## src/rtl/ber_pkg.sv

```systemverilog
// Shared state encoding and constants for the BER test controller.
package ber_pkg;

    // Controller states.
    typedef enum logic [2:0] {
        ST_IDLE    = 3'd0,
        ST_RESYNC  = 3'd1,
        ST_ACQUIRE = 3'd2,
        ST_MEASURE = 3'd3,
        ST_DONE    = 3'd4
    } ber_state_e;

    // Number of cycles the checker is held in reset on every (re)synchronisation.
    localparam int unsigned RESYNC_CYCLES = 2;

    // Width of the lock-loss event counter.
    localparam int unsigned RESYNC_CNT_W  = 8;

    // Width of the resync dwell timer; large enough to hold RESYNC_CYCLES-1.
    localparam int unsigned RS_TMR_W      = 2;

    // True in the states that make up an active test.
    function automatic logic state_is_busy(input ber_state_e s);
        return (s == ST_RESYNC) || (s == ST_ACQUIRE) || (s == ST_MEASURE);
    endfunction

    // True in the states where the checker should be running.
    function automatic logic state_chk_on(input ber_state_e s);
        return (s == ST_ACQUIRE) || (s == ST_MEASURE);
    endfunction

endpackage

```

## src/rtl/ber_ctrl_sat_acc.sv

```systemverilog
// Saturating accumulator: adds inc_i when en_i, clamps at all-ones, clr_i wins.
module sat_acc #(
    parameter int unsigned W  = 8,
    parameter int unsigned IW = 1
) (
    input  logic          clk,
    input  logic          rst_n,
    input  logic          clr_i,
    input  logic          en_i,
    input  logic [IW-1:0] inc_i,
    output logic [W-1:0]  acc_o
);

    // One spare bit so the carry out of the add is visible.
    localparam int unsigned SW = ((W > IW) ? W : IW) + 1;
    localparam logic [SW-1:0] MAX_VAL = (SW'(1) << W) - SW'(1);

    logic [W-1:0]  acc_q;
    logic [W-1:0]  acc_d;
    logic [SW-1:0] sum;

    // Next value: clear, saturating add, or hold.
    always_comb begin
        acc_d = acc_q;
        sum   = SW'(acc_q) + SW'(inc_i);
        if (clr_i) begin
            acc_d = '0;
        end else if (en_i) begin
            acc_d = (sum > MAX_VAL) ? '1 : W'(sum);
        end
    end

    // Accumulator register.
    always_ff @(posedge clk or negedge rst_n) begin
        if (!rst_n) begin
            acc_q <= '0;
        end else begin
            acc_q <= acc_d;
        end
    end

    assign acc_o = acc_q;

endmodule

```

## src/rtl/ber_ctrl.sv

```systemverilog
// BER test controller: resyncs the checker, waits for lock, then counts words
// and bit errors over a programmed window.
module ber_ctrl
    import ber_pkg::*;
#(
    parameter int unsigned WIN_W = 32,
    parameter int unsigned ERR_W = 32,
    parameter int unsigned TO_W  = 16
) (
    input  logic                    clk,
    input  logic                    reset_n,
    input  logic                    start,
    input  logic                    abort,
    input  logic [WIN_W-1:0]        win_len,
    input  logic [TO_W-1:0]         lock_to,
    input  logic                    chk_lock,
    input  logic [3:0]              chk_err_num,
    output logic                    chk_en,
    output logic                    chk_reset,
    output logic                    busy,
    output logic                    done,
    output logic                    timeout,
    output logic [WIN_W-1:0]        word_cnt,
    output logic [ERR_W-1:0]        err_cnt,
    output logic [RESYNC_CNT_W-1:0] resync_cnt
);

    ber_state_e          state_q,     state_d;
    logic [RS_TMR_W-1:0] rs_tmr_q,    rs_tmr_d;
    logic [TO_W-1:0]     to_cnt_q,    to_cnt_d;
    logic [WIN_W-1:0]    win_len_q,   win_len_d;
    logic [TO_W-1:0]     lock_to_q,   lock_to_d;
    logic [WIN_W-1:0]    word_q,      word_d;
    logic                timeout_q,   timeout_d;
    logic                chk_en_q,    chk_en_d;
    logic                chk_reset_q, chk_reset_d;
    logic                busy_q,      busy_d;
    logic                done_q,      done_d;

    logic                start_ok;
    logic                acc_clr;
    logic                err_en;
    logic                rsc_en;

    // Next-state, counter updates and registered-output decode.
    always_comb begin
        state_d   = state_q;
        rs_tmr_d  = rs_tmr_q;
        to_cnt_d  = to_cnt_q;
        win_len_d = win_len_q;
        lock_to_d = lock_to_q;
        word_d    = word_q;
        timeout_d = timeout_q;
        start_ok  = 1'b0;
        acc_clr   = 1'b0;
        err_en    = 1'b0;
        rsc_en    = 1'b0;

        if (abort && (state_q != ST_IDLE)) begin
            // Abort beats everything else and leaves the counters untouched.
            state_d = ST_IDLE;
        end else begin
            case (state_q)
                ST_IDLE: begin
                    start_ok = start;
                end
                ST_RESYNC: begin
                    if (rs_tmr_q == RS_TMR_W'(RESYNC_CYCLES - 1)) begin
                        state_d  = ST_ACQUIRE;
                        rs_tmr_d = '0;
                        to_cnt_d = '0;
                    end else begin
                        rs_tmr_d = rs_tmr_q + RS_TMR_W'(1);
                    end
                end
                ST_ACQUIRE: begin
                    to_cnt_d = to_cnt_q + TO_W'(1);
                    if (chk_lock) begin
                        state_d = ST_MEASURE;
                    end else if ((lock_to_q != '0) &&
                                 ((to_cnt_q + TO_W'(1)) == lock_to_q)) begin
                        state_d   = ST_DONE;
                        timeout_d = 1'b1;
                    end
                end
                ST_MEASURE: begin
                    if (chk_lock) begin
                        word_d = word_q + WIN_W'(1);
                        err_en = 1'b1;
                        if ((win_len_q == '0) || ((word_q + WIN_W'(1)) == win_len_q)) begin
                            state_d = ST_DONE;
                        end
                    end else begin
                        // Lost lock: drop this word and resynchronise the checker.
                        rsc_en   = 1'b1;
                        state_d  = ST_RESYNC;
                        rs_tmr_d = '0;
                    end
                end
                ST_DONE: begin
                    start_ok = start;
                end
                default: begin
                    state_d = ST_IDLE;
                end
            endcase

            if (start_ok) begin
                state_d   = ST_RESYNC;
                rs_tmr_d  = '0;
                to_cnt_d  = '0;
                win_len_d = win_len;
                lock_to_d = lock_to;
                word_d    = '0;
                timeout_d = 1'b0;
                acc_clr   = 1'b1;
            end
        end

        // Outputs follow the state being entered so they are registered yet
        // line up with the state they describe.
        chk_en_d    = state_chk_on(state_d);
        chk_reset_d = (state_d == ST_RESYNC);
        busy_d      = state_is_busy(state_d);
        done_d      = (state_d == ST_DONE) && (state_q != ST_DONE);
    end

    // State, configuration and output registers.
    always_ff @(posedge clk or negedge reset_n) begin
        if (!reset_n) begin
            state_q     <= ST_IDLE;
            rs_tmr_q    <= '0;
            to_cnt_q    <= '0;
            win_len_q   <= '0;
            lock_to_q   <= '0;
            word_q      <= '0;
            timeout_q   <= 1'b0;
            chk_en_q    <= 1'b0;
            chk_reset_q <= 1'b0;
            busy_q      <= 1'b0;
            done_q      <= 1'b0;
        end else begin
            state_q     <= state_d;
            rs_tmr_q    <= rs_tmr_d;
            to_cnt_q    <= to_cnt_d;
            win_len_q   <= win_len_d;
            lock_to_q   <= lock_to_d;
            word_q      <= word_d;
            timeout_q   <= timeout_d;
            chk_en_q    <= chk_en_d;
            chk_reset_q <= chk_reset_d;
            busy_q      <= busy_d;
            done_q      <= done_d;
        end
    end

    // Accumulated bit errors over counted words.
    sat_acc #(
        .W  (ERR_W),
        .IW (4)
    ) u_err_acc (
        .clk   (clk),
        .rst_n (reset_n),
        .clr_i (acc_clr),
        .en_i  (err_en),
        .inc_i (chk_err_num),
        .acc_o (err_cnt)
    );

    // Lock-loss events.
    sat_acc #(
        .W  (RESYNC_CNT_W),
        .IW (1)
    ) u_rsc_acc (
        .clk   (clk),
        .rst_n (reset_n),
        .clr_i (acc_clr),
        .en_i  (rsc_en),
        .inc_i (1'b1),
        .acc_o (resync_cnt)
    );

    assign chk_en    = chk_en_q;
    assign chk_reset = chk_reset_q;
    assign busy      = busy_q;
    assign done      = done_q;
    assign timeout   = timeout_q;
    assign word_cnt  = word_q;

endmodule

```

## config.mk

```make
export PLATFORM = sky130hd
export DESIGN_NAME = ber_ctrl
export DESIGN_NICKNAME = d
export VERILOG_FILES = /design/src/rtl/ber_pkg.sv /design/src/rtl/ber_ctrl_sat_acc.sv /design/src/rtl/ber_ctrl.sv
export SDC_FILE = /design/constraint.sdc
export NUM_CORES = 1
export LEC_CHECK = 0
export ABC_AREA = 1
export CAP_MARGIN = 0
export CORE_UTILIZATION = 55
export DETAILED_ROUTE_END_ITERATION = 12
export DONT_BUFFER_PORTS = 1
export PLACE_DENSITY = 0.71
export SKIP_CTS_REPAIR_TIMING = 1
export SLEW_MARGIN = 40
export SYNTH_ARGS = -nofsm -noshare
export SYNTH_HDL_FRONTEND = slang
export SYNTH_SLANG_ARGS = --single-unit
export TNS_END_PERCENT = 1
```

## constraint.sdc

```tcl
create_clock -name clk -period 4.4 [get_ports clk]
set_input_delay 0.66 -clock clk [delete_from_list [all_inputs] [get_ports clk]]
set_output_delay 0.66 -clock clk [all_outputs]
set_load 0.02 [all_outputs]
```

==> summary.txt, run 1 <==
Outcome
  • Run status: complete, no violations

Global route
  • Initial antenna violation count: 0
  • Number of global-route vias before repair: 7660
  • Largest net degree at the start of global routing: 147
  • Total congestion overflow: 0
  • Total track usage: 28.80%
  • First-pass GRT wire length: 37250 um

Synthesis
  • Leading post-synthesis cells by cell area: dfrtp_1 (41%), nand2_1 (17%), inv_1 (6.8%)
  • Syn_nets: 1356
  • Flop and latch count out of synthesis: 146
  • Top-area cell type share of the netlist area: 40.88%
  • Share of async-settable or async-resettable flops after synthesis: 100.0%
  • Synthesized area: 0.008936 mm^2
  • Warnings from Yosys: 0
  • Fraction of the yosys area taken by sequential cells: 40.88%
  • Count of different cell masters after synthesis: 40
  • Prevailing post-synth register cell: dfrtp_1
  • Number of enable-type register cells in the synthesized netlist: 0
  • Library cell with the largest summed area after synthesis: dfrtp_1
  • Gate Count Post-Synth: 1290
  • Avg Inst Size Synth: 6.927 um^2

Clock tree
  • TritonCTS clock tree: yes
  • Clock latency at the later pin of the worst-skew pair: 430 ps
  • Number of buffers created by CTS: 17
  • Clock sink count: 146
  • Clk Tree Root Cell: clkbuf_16
  • Largest buffer count on any clock path: 2
  • H-tree lvl count: 4
  • CTS clock-pin slew for the worst setup and hold paths: 60 ps

Route
  • DRT iter0 DRCs: 410
  • Final wirelength: 23200 um
  • Number of design rule violations left after detail routing: 0
  • Number of nets with antenna violations after routing: 0
  • First-pass detailed-route iteration total: 5
  • Total number of vias: 8328
  • Average via count per standard cell: 5.468
  • Routed length per instance: 15.23 um

Final layout
  • Area growth from synthesis to layout: 10.04%
  • Antenna diode count: 0
  • Fill cells: 1483
  • Layout cells sized above 1: 5.509%
  • Total number of nets in the final design: 1360
  • Area of combinational cells with multiple inputs: 0.004567 mm^2
  • Sequential standard cell area: 0.003654 mm^2

Critical path
  • Maximum net fanout on the critical path: 22
  • Critical Path Slowest Stage Cell: nand2_1
  • Type of element capturing the critical path: flop
  • Startpoint type of the worst setup path: flop
  • Worst r2r path cells: 14
  • Max incr delay on CP: 490 ps
  • Worst Path Buf+Inv: 1
  • Depth of the critical timing path with buffers and inverters included: 14
  • Crit path required time: 4750 ps
  • Crit path cell chain: ha_1, fa_1, nand3_1, nand3_1, nand2_1, nor2_1, nand3_1, nor2_2, nand3_2, nor3_2, nand2_1, inv_1, o21ai_0, o21ai_0
  • Critical setup path kind: reg2reg
  • Crit-path leading delay family: simple AND/OR/NAND/NOR gates
  • Most prevalent standard cell on the critical path: nand3_1
  • Arrival @ worst endpoint: 3770 ps

Placement
  • Final HPWL DP: 16600 um
  • Post-placement worst setup slack: 869.7 ps
  • Number of buffer cells added on primary ports: 0
  • Global placement routability congestion: 0.9168

Timing
  • Post-layout minimum cycle time: 3427 ps
  • Maximum clock skew at final layout: 5.922 ps
  • Setup repair after global routing missed its margin: no
  • Worst path setup slack after routing: 972.7 ps
  • Post-Route Setup TNS: 0 ps
  • Achievable frequency: 291.8 MHz
  • Slew HR: 49.73%
  • Fin crit share: 77.89%
  • Final setup fails: 0
  • Final hold violation count: 0
  • Slew Limit Fails: 0
  • Transition at the pin with the smallest max-transition slack: 754.1 ps

Floorplan
  • Width of the die: 129.5 um
  • Placeable core region: 0.01589 mm^2
  • Total I/O pin count: 134
  • Initial cell density of the core: 56.25%
  • Die Ht: 129.5 um
  • Row count: 46
  • Area enclosed by the die boundary: 0.01676 mm^2

Pwr
  • PD cells: 482.4 mW/mm^2
  • Max IR drop VDD: 0.0003547 V
  • Static power due to leakage: 4.519 nW

Run
  • Max-capacitance violation count: 0

Hold path
  • Min-Delay Path Class: in2async
sequential cells by signal (all words and copies together) (netlist names), 2 cells and up:
name and count:
lock_to_q 16, rs_tmr_q 2, state_q 3, to_cnt_q 16, u_err_acc.acc_o 32, u_rsc_acc.acc_o 8, win_len_q 32, word_cnt 32
cell type report:
type	count	share of cell area, %
inverters	166	6.337
clock inverters	12	1.603
well taps	216	2.748
flip-flops and latches	146	37.15
repair buffers	10	1.171
clock buffers	20	4.543
multi-input cells	953	46.44
where the power goes:
| group | switching [mW] | internal (mW) |
|---|---|---|
| registers | 0.268 | 1.62 |
| clock network | 0.584 | 0.907 |
| logic | 0.893 | 0.467 |
| total | 1.75 | 3.00 |
layer usage:
metal,part of all wire (%),vias up,GRT usage (%)
met5,0,-,0
met4,1.7,0,8.824
met3,7.3,29,7.680
met2,47,282,46.84
met1,44,3844,37.66
li1,-,4173,-
worst paths after layout:
| check | from | end | slack, ps |
|---|---|---|---|
| worst max-delay path | u_err_acc.acc_o[0]$_DFFE_PN0P_ | u_err_acc.acc_o[18]$_DFFE_PN0P_ | 970 |
| worst min-delay path | reset_n | u_err_acc.acc_o[16]$_DFFE_PN0P_ | 210 |
| worst max register to register | u_err_acc.acc_o[0]$_DFFE_PN0P_ | u_err_acc.acc_o[18]$_DFFE_PN0P_ | 970 |
| worst min register to register | rs_tmr_q[1]$_DFFE_PN0P_ | rs_tmr_q[1]$_DFFE_PN0P_ | 500 |
| max in group asynchronous | reset_n | lock_to_q[9]$_DFFE_PN0P_ | 3600 |
| min in group clk | lock_to[12] | lock_to_q[12]$_DFFE_PN0P_ | 340 |
per-stage QoR:
step                      power [mW]  utilization (%)  hold slack [ps]  area (um^2)  instances
after floorplan                2.874                -            364.4         8936       1290
final                          4.744            61.90            212.0         9833       1523
after detailed placement       3.234            57.75            367.8         9174       1489
after CTS                      4.737            61.55           -88.87         9778       1521
after global placement         3.200            57.75            368.2         9174       1489
after global routing           5.058            61.90            299.0         9833       1523
cells by family after synthesis:
kind of cell | synth area share, %
buffers and inverters | 8.177
flip-flops | 40.88
XOR/XNOR | 4.228
AND/OR/NAND/NOR | 35.56
adder cells (fa/ha/maj) | 1.344
AO/OA/AOI/OAI | 9.801
Yosys cell counts, types with 2 or more instances:
cell type  count
xnor2_1        3
nand2_2        4
dfrtp_1      146
nand4_1       19
xnor3_1        2
nand3_1      116
nor3_1        18
nor2_4         7
a31oi_1        2
nand3_2        3
a22o_1         2
clkinv_1       3
nand2_1      411
a21oi_1       10
clkbuf_1      17
or2_2          3
o21ai_1        4
a211oi_1       2
inv_1        162
nor2_2         9
o21ai_0       99
nand3b_1       4
buf_1          4
o22ai_1       35
and2_1         2
o21bai_1       3
nor4_1        10
xor2_1        35
nor2_1       136
buf_2          2
ha_1           8
cells in the final DEF (no fill, tap or decap), types with 2 or more instances in the layout:
cell | Yosys | layout
nor2_4 | 7 | 9
xnor2_1 | 3 | 3
dfrtp_1 | 146 | 146
buf_4 | 1 | 8
nor2_1 | 136 | 134
buf_16 | 0 | 2
a211oi_1 | 2 | 2
o21ai_0 | 99 | 99
xnor3_1 | 2 | 2
nand3b_1 | 4 | 4
clkinvlp_4 | 0 | 6
clkbuf_16 | 0 | 17
o22ai_1 | 35 | 35
nand2_1 | 411 | 411
nor3_1 | 18 | 18
bufinv_16 | 0 | 3
o21bai_1 | 3 | 3
clkinv_1 | 3 | 3
ha_1 | 8 | 8
xor2_1 | 35 | 35
o21ai_1 | 4 | 4
nor2_2 | 9 | 9
inv_1 | 162 | 162
nand3_2 | 3 | 3
and2_1 | 2 | 2
or2_2 | 3 | 3
nand2_2 | 4 | 4
nand3_1 | 116 | 116
nor4_1 | 10 | 10
clkbuf_1 | 17 | 2
nand4_1 | 19 | 19
a22o_1 | 2 | 2
a21oi_1 | 10 | 10
a31oi_1 | 2 | 2
No activity file was read; power rests on OpenSTA's default activity.
==> run 2: changes to the inputs <==
PLACE_DENSITY = 0.74   (was 0.71)
clock period = 3 ns   (was 4.4 ns; I/O delays follow)
==> summary.txt, run 2 (synthesis results as in run 1) <==
Timing
  • Final setup fails: 0 (unchanged)
  • Post-layout minimum cycle time: 2785 ps (was 3427 ps)
  • Setup repair after global routing missed its margin: no (unchanged)
  • Achievable frequency: 359.1 MHz (was 291.8 MHz)
  • Worst hold slack: -281.4 ps (was 212.0 ps)
  • Transition at the pin with the smallest max-transition slack: 699.5 ps (was 754.1 ps)
  • Slew Limit Fails: 0 (unchanged)
  • Post-Route Setup TNS: 0 ps (unchanged)
  • Maximum clock skew at final layout: 11.32 ps (was 5.922 ps)
  • Final hold violation count: 146 (was 0)
  • Fin crit share: 92.82% (was 77.89%)
  • Slew HR: 53.36% (was 49.73%)

Critical path
  • Worst R2R End: u_err_acc.acc_o[27]$_DFFE_PN0P_ (was u_err_acc.acc_o[18]$_DFFE_PN0P_)
  • Arrival @ worst endpoint: 3130 ps (was 3770 ps)
  • Startpoint type of the worst setup path: flop (unchanged)
  • First element of the critical path: u_err_acc.acc_o[2]$_DFFE_PN0P_ (was u_err_acc.acc_o[0]$_DFFE_PN0P_)
  • Maximum net fanout on the critical path: 8 (was 22)
  • Worst r2r path cells: 14 (unchanged)
  • Critical setup path kind: reg2reg (unchanged)
  • Register-to-Register Setup Slack: 220 ps (was 970 ps)
  • Crit path required time: 3340 ps (was 4750 ps)
  • Launching point of the worst reg2reg path: u_err_acc.acc_o[2]$_DFFE_PN0P_ (was u_err_acc.acc_o[0]$_DFFE_PN0P_)
  • Type of element capturing the critical path: flop (unchanged)

Route
  • Wire length on met3: 1722 um (was 1691 um)
  • Final wirelength: 23020 um (was 23200 um)
  • Routed length per instance: 15.03 um (was 15.23 um)
  • Average via count per standard cell: 5.454 (was 5.468)
  • DRT iter0 DRCs: 680 (was 410)
  • Met2 routed WL: 10960 um (was 11010 um)
  • Sum of routed wire segments on met1: 9895 um (was 10100 um)
  • Topmost layer with routed signal wires: met4 (unchanged)
  • Total number of vias: 8356 (was 8328)
  • Number of design rule violations left after detail routing: 0 (unchanged)
  • First-pass detailed-route iteration total: 6 (was 5)
  • Number of nets with antenna violations after routing: 0 (unchanged)

Global route
  • First-pass GRT wire length: 37460 um (was 37250 um)
  • Number of global-route vias before repair: 7729 (was 7660)
  • Initial antenna violation count: 0 (unchanged)
  • Largest net degree at the start of global routing: 147 (unchanged)
  • Total congestion overflow: 0 (unchanged)
  • Total track usage: 28.67% (was 28.80%)

Floorplan
  • Row count: 46 (unchanged)
  • Total I/O pin count: 134 (unchanged)
  • Width of the die: 129.5 um (unchanged)
  • Initial cell density of the core: 56.25% (unchanged)
  • Placeable core region: 0.01589 mm^2 (unchanged)
  • Area enclosed by the die boundary: 0.01676 mm^2 (unchanged)
  • Die Ht: 129.5 um (unchanged)

Clock tree
  • Clock latency at the later pin of the worst-skew pair: 430 ps (about the same)
  • Clock sink count: 146 (unchanged)
  • H-tree lvl count: 4 (unchanged)
  • Number of buffers created by CTS: 17 (unchanged)
  • Largest buffer count on any clock path: 2 (unchanged)
  • TritonCTS clock tree: yes (unchanged)
  • Clk Tree Root Cell: clkbuf_16 (unchanged)
  • CTS clock-pin slew for the worst setup and hold paths: 60 ps (about the same)

Outcome
  • Violations in the final reports: negative hold slack
  • Run status: complete, but fails checks (was complete, no violations)

Final layout
  • Non-Filler Instances: 1532 (was 1523)
  • Area of combinational cells with multiple inputs: 0.004578 mm^2 (was 0.004567 mm^2)
  • Cell area after layout: 0.009889 mm^2 (was 0.009833 mm^2)
  • Fill cells: 1488 (was 1483)
  • Most frequent standard cell in the layout excluding fill and tap cells: nand2_1 (unchanged)
  • Total number of nets in the final design: 1369 (was 1360)
  • Layout cells sized above 1: 6.383% (was 5.509%)
  • Area growth from synthesis to layout: 10.67% (was 10.04%)
  • Commonest cells after routing, fill and taps aside: nand2_1 (411), inv_1 (161), dfrtp_1 (146) (was nand2_1 (411), inv_1 (162), dfrtp_1 (146))
  • Sequential standard cell area: 0.003654 mm^2 (unchanged)
  • Antenna diode count: 0 (unchanged)

Run
  • Max-capacitance violation count: 0 (unchanged)

Placement
  • Cell area after placement: 0.009269 mm^2 (was 0.009174 mm^2)
  • Placed cells: 1500 (was 1489)
  • Number of buffer cells added on primary ports: 0 (unchanged)
  • Global placement routability congestion: 0.8952 (was 0.9168)
  • Final HPWL DP: 16610 um (was 16600 um)

Hold path
  • Min-Delay Path Class: in2async (unchanged)

Pwr
  • Max IR drop VDD: 0.0006227 V (was 0.0003547 V)
  • Static power due to leakage: 4.567 nW (was 4.519 nW)
  • PD cells: 707.4 mW/mm^2 (was 482.4 mW/mm^2)
==> run 2: changes by cell type in the layout (fill, tap and decap cells not counted), sizes merged <==
cell	previous run	this run
buf	10	19
clkbuf	20	18
clkinv	5	10
clkinvlp	6	2
inv	164	165
==> run 2: how the worst max path moves through the flow <==
stage,slack (ps),end
detailed placement,150,u_err_acc.acc_o[14]$_DFFE_PN0P_
finish,220,u_err_acc.acc_o[27]$_DFFE_PN0P_
floorplan,600,u_err_acc.acc_o[21]$_DFFE_PN0P_
global placement,280,u_err_acc.acc_o[15]$_DFFE_PN0P_
global route,9,u_err_acc.acc_o[5]$_DFFE_PN0P_
CTS,140,u_err_acc.acc_o[15]$_DFFE_PN0P_
==> run 2: layout make-up <==
| type | instances | area share, % |
|---|---|---|
| Multi-Input combinational cell | 953 | 46.29 |
| Clock buffer | 18 | 4.340 |
| Inverter | 166 | 6.301 |
| Sequential cell | 146 | 36.94 |
| Timing Repair Buffer | 19 | 1.569 |
| Clock inverter | 14 | 1.822 |
| Tap cell | 216 | 2.733 |
==> run 2: critical path, stage by stage, from the launching register on <==
cell     delay (ps)
dfrtp_1         470
ha_1            390
nand3_1          90
nand3_1         110
nand2_1          60
nor2_1          150
nand3_1         220
nor2_4          210
nand3_2         130
nor3_2          180
nand2_1         210
buf_4           220
o21ai_0          90
o21ai_1          80
o21ai_0         100
==> run 2: through the flow <==
stage                     worst slack (ps)  utilization (%)  hold slack [ps]  power (mW)
final                                215.4            62.26           -281.4       6.996
after global routing                 8.645            62.26           -299.1       7.471
after CTS                            136.5            62.18           -291.5       7.025
after detailed placement             150.5            58.35            158.4       4.814
after global placement               280.3            58.35            158.9       4.764
after floorplan                      601.4                -            154.4       4.215
==> run 2: report_power, final <==
part	internal (mW)	total, mW	switching (mW)
Combinational	0.737	2.06	1.32
Clock	1.32	2.20	0.880
Sequential	2.38	2.74	0.358
Total	4.44	7.00	2.56
==> run 2: layer usage <==
metal  GRT usage [%]  vias to the layer above
met5               0                        -
met4           7.661                        0
met3           6.482                       40
met2           47.63                      287
met1           37.83                     3852
li1                -                     4177
==> variant 1 (flow settings as in run 2) <==
The output `chk_reset` loses its register stage (`chk_reset_q` becomes a continuous assignment).
--- a/src/rtl/ber_ctrl.sv
+++ b/src/rtl/ber_ctrl.sv
@@ -136,7 +136,6 @@
             word_q      <= '0;
             timeout_q   <= 1'b0;
             chk_en_q    <= 1'b0;
-            chk_reset_q <= 1'b0;
             busy_q      <= 1'b0;
             done_q      <= 1'b0;
         end else begin
@@ -148,11 +147,12 @@
             word_q      <= word_d;
             timeout_q   <= timeout_d;
             chk_en_q    <= chk_en_d;
-            chk_reset_q <= chk_reset_d;
             busy_q      <= busy_d;
             done_q      <= done_d;
         end
     end
+
+    assign chk_reset_q = chk_reset_d;
 
     // Accumulated bit errors over counted words.
     sat_acc #(
Function: changed (a bounded check fails within 4 cycles, from zero or initial values and one cycle with reset_n low).
==> variant 1 against run 2 <==
The flow finishes with violations (hold timing, setup timing); worst setup slack worse by 0.52 ns; via count is 3.5% higher; synthesized cell count is 0.70% lower; clock skew is 0.00056 ns higher; power is 3.1% higher; sequential cell count is 1 lower; area after synthesis is 1.1% lower; routed wire length is 6.8% higher; sequential power hardly changed; cell area is 4.1% higher; largest power group unchanged.
==> variant 1: results (changes against run 2) <==
[grt]
first_global_vias=7954  ; +2.9%
grt_first_pass_wirelength_um=39320  ; +5.0%
antenna_found_initial=0  ; unchanged
grt.total_usage_pct=30.44  ; +1.8 points
grt_max_degree=146  ; -0.68%

[placed_design]
routabilityCongestion=0.9211  ; +2.9%
place_area_um2=9368  ; +1.1%
dpl.cell_count=1510  ; +0.67%
post-place-ws_ns=0.03388  ; -0.1166 ns

[sta]
hold_viol_final=145  ; -0.68%
skew_ns=0.01188  ; +0.0005606 ns
finalSetupTns_ns=-0.3030  ; -0.3030 ns
holdWs_ns=-0.2885  ; -0.007106 ns
setup_viol=1  ; +1
relSlewSlack_pct=50.36  ; -3.0 points
layout_setup_ws_ns=-0.3030  ; -0.5184 ns

[setup_path]
arrival_ns=2.85  ; -0.28 ns
slowest_delay_ns=0.36  ; -0.11 ns
crit_slowest_cell=dfrtp_1

[yosys]
ys_types=36  ; -10%
syn_area_per_cell_um2=6.901  ; -0.38%
synth.area.top_cells=dfrtp_1 (41%), nand2_1 (17%), nand3_1 (7.0%)
synth_nets=1347  ; -0.66%
synthTopCellsByCount=nand2_1 (410), inv_1 (158), dfrtp_1 (145), nor2_1 (131), nand3_1 (123)
seq_area_frac_synth_pct=41.05  ; +0.16 points

[power_and_ir_drop]
intPower_mw=4.501  ; +1.4%
ir_drop_v=0.0005074  ; -19%
power.leakage_nw=4.848  ; +6.2%

[final_layout]
post_route_cells_drive_above_1_share_pct=11.56  ; +5.2 points
fin_nets=1403  ; +2.5%

[run_status]
violations=hold timing, setup timing
status=finished, violations left

[drt]
wl_met2_um=11510  ; +5.0%
drt_iter0_drc=805  ; +18%
via_per_inst=5.540  ; +1.6%
drt-total-wl_um=24590  ; +6.8%
wl_met1_um=10980  ; +11%
num_vias=8648  ; +3.5%
first_pass_iters=7  ; +1
dr_wl_met3_um=1706  ; -0.93%

[variant 1: power groups by stage]
| stage | Sequential, mW | Combinational, mW | Clock (mW) |
|---|---|---|---|
| 2_1_floorplan | 2.69 | 1.49 | 0 |
| 3_3_place_gp | 2.75 | 2.01 | 0 |
| 3_5_place_dp | 2.75 | 2.04 | 0 |
| 4_1_cts | 2.73 | 2.06 | 2.28 |
| 5_1_grt | 2.79 | 2.48 | 2.37 |
| 6_report | 2.75 | 2.20 | 2.27 |
[variant 1: area by class of cell]
| cell class | count | area, um2 |
|---|---|---|
| flip-flops and latches | 145 | 3635 |
| well taps | 211 | 264.0 |
| fillers | 1386 | 5130 |
| inverters | 159 | 596.8 |
| clock inverters | 13 | 171.4 |
| repair buffers | 64 | 509.2 |
| multi-input cells | 950 | 4668 |
| clock buffers | 19 | 452.9 |
[variant 1: per-layer routing]
metal,vias up,track usage (%)
li1,4241,-
met4,0,10.17
met3,34,7.235
met1,4060,41.40
met5,-,0
met2,313,47.82
[variant 1: path summary, 6_finish.rpt]
kind / startpoint / to / slack, ns / depth (start not counted)
setup reg to reg: u_err_acc.acc_o[3] / u_err_acc.acc_o[18] / 0.30 / 13
hold reg to reg: rs_tmr_q[1] / rs_tmr_q[1] / 0.50 / 2
min in group clk: win_len[3] / win_len_q[3] / 0.14 / 2
hold / removal: reset_n / u_err_acc.acc_o[15] / -0.29 / 0
setup / recovery: word_cnt[1] / chk_reset / -0.30 / 17
max in group asynchronous: reset_n / win_len_q[24] / 3.00 / 0
[variant 1: kinds of logic after synthesis]
| logic type | synth area share [%] |
|---|---|
| AND/OR/NAND/NOR | 35.87 |
| AO/OA/AOI/OAI | 10.18 |
| buffers and inverters | 7.983 |
| flip-flops | 41.05 |
| adder cells (fa/ha/maj) | 1.359 |
| XOR/XNOR | 3.567 |
==> variant 2 (flow settings as in run 2) <==
Made on the original files. The parameter `WIN_W` goes from 32 to 48.
--- a/src/rtl/ber_ctrl.sv
+++ b/src/rtl/ber_ctrl.sv
@@ -3,7 +3,7 @@
 module ber_ctrl
     import ber_pkg::*;
 #(
-    parameter int unsigned WIN_W = 32,
+    parameter int unsigned WIN_W = 48,
     parameter int unsigned ERR_W = 32,
     parameter int unsigned TO_W  = 16
 ) (
Ports: changed (resized win_len and word_cnt); port bits go from 134 to 166. The function was not compared with the original's and may differ.
==> variant 2 against run 2 <==
The flow still finishes with violations (hold timing); sequential share of layout area shrank 1.4 points; power increased by 23%; sequential power grew 28%; non-clock buffer count grew 41; sequential cell count is 32 higher; core utilization grew 1.4 points; cell area rose by 27%; area after synthesis is 25% higher; worst setup slack improved by 0.0093 ns; count of clock-buffer cells in the layout is 2 higher; synthesized cell count increased by 26%; routed wire length increased by 43%; worst hold slack got worse by 0.016 ns; largest cell class unchanged; highest routed layer unchanged.
==> variant 2: results (changes against run 2) <==
[sta]
skew_ns=0.01125  ; -0.00006240 ns
holdWs_ns=-0.2972  ; -0.01582 ns
relSlewSlack_pct=46.63  ; -6.7 points
hold_viol_final=178  ; +22%

[clock_network]
clk_pin_slew_ns=0.07
cts_buffers=17  ; unchanged

[power_and_ir_drop]
power.leakage_nw=5.806  ; +27%
ir_drop_v=0.0006312  ; +1.4%

[run_status]
violations=hold timing
status=finished, violations left

[grt]
grt_first_pass_wirelength_um=52180  ; +39%
grt_util_met2_pct=51.42  ; +3.8 points
grt_max_degree=179  ; +22%
first_global_vias=10300  ; +33%
use_met1_pct=43.23  ; +5.4 points
grt_util_met3_pct=9.305  ; +2.8 points
grt.total_usage_pct=32.51  ; +3.8 points

[placed_design]
routabilityCongestion=0.9758  ; +9.0%
dp_hpwl_um=24200  ; +46%
portBuffers=0  ; unchanged
place_area_um2=11800  ; +27%
post-place-ws_ns=0.04877  ; -0.1018 ns

[final_layout]
num-fill-cells=1815  ; +22%
fin_nets=1754  ; +28%
post_route_cells_drive_above_1_share_pct=9.318  ; +2.9 points

[setup_path]
arrival_ns=3.10  ; -0.03 ns
worstPathMaxFanout=5  ; -3
crit_slowest_cell=dfrtp_2
slowest_delay_ns=0.49  ; +0.02 ns

[yosys]
seq_area_frac_synth_pct=39.83  ; -1.1 points
synthTopCellsByCount=nand2_1 (511), inv_1 (207), dfrtp_1 (178), nand3_1 (167), nor2_1 (148)
ys_types=43  ; +7.5%
synth_nets=1711  ; +26%
synth.area.top_cells=dfrtp_1 (40%), nand2_1 (17%), nand3_1 (7.5%)
synth_flop_cell=dfrtp_1

[drt]
drt_iter0_drc=865  ; +27%
via_per_inst=5.665  ; +3.9%
wl_per_cell_um=16.89  ; +12%

[min_path]
hp-class=input port to async pin

-- variant 2: final cells by class --
class	count	area share, %
Multi-Input combinational cell	1204	46.90
Sequential cell	178	35.54
Inverter	211	6.311
Timing Repair Buffer	60	3.689
Clock buffer	20	3.480
Tap cell	265	2.642
Clock inverter	12	1.436
-- variant 2: metrics by stage --
stage,util [%],cells,hold slack (ns),TNS [ns]
4_1_cts,62.95,1944,-0.3082,0
5_1_grt,63.65,1950,-0.3188,-0.009587
2_1_floorplan,-,1629,0.1544,0
3_3_place_gp,59.82,1912,0.1587,0
6_report,63.65,1950,-0.2972,0
3_5_place_dp,59.82,1912,0.1585,0
-- variant 2: final timing paths --
path,start,to,slack (ns),cells past startpoint
max,word_cnt[18],chk_reset,0.22,19
min,reset_n,u_err_acc.acc_o[15],-0.30,0
max reg2reg,word_cnt[18],chk_reset,0.22,19
min reg2reg,rs_tmr_q[1],rs_tmr_q[1],0.50,2
max in group asynchronous,reset_n,timeout,2.89,0
min in group clk,lock_to[15],lock_to_q[15],0.13,2
-- variant 2: worst max-delay path: cells and delay by family (launching register included) --
kind | cells | cell delay [ns]
AND/OR/NAND/NOR | 17 | 1.95
flip-flops | 1 | 0.49
AO/OA/AOI/OAI | 1 | 0.14
buffers and inverters | 1 | 0.08
-- variant 2: cells by family after synthesis --
| kind of cell | count (synthesis) | synth area share (%) |
|---|---|---|
| AND/OR/NAND/NOR | 953 | 37.16 |
| buffers and inverters | 247 | 8.457 |
| AO/OA/AOI/OAI | 197 | 9.587 |
| flip-flops | 178 | 39.83 |
| XOR/XNOR | 45 | 3.893 |
| adder cells (fa/ha/maj) | 9 | 1.074 |
-- variant 2: power by group --
group	switching [mW]	internal, mW
registers	0.556	2.96
logic	1.76	0.950
clock network	1.01	1.40
total	3.32	5.31
-- variant 2: metal layers --
layer | up-vias | part of all wire, %
li1 | 5385 | -
met1 | 5200 | 43
met3 | 53 | 9.6
met2 | 408 | 45
met5 | - | 0
met4 | 0 | 2.1
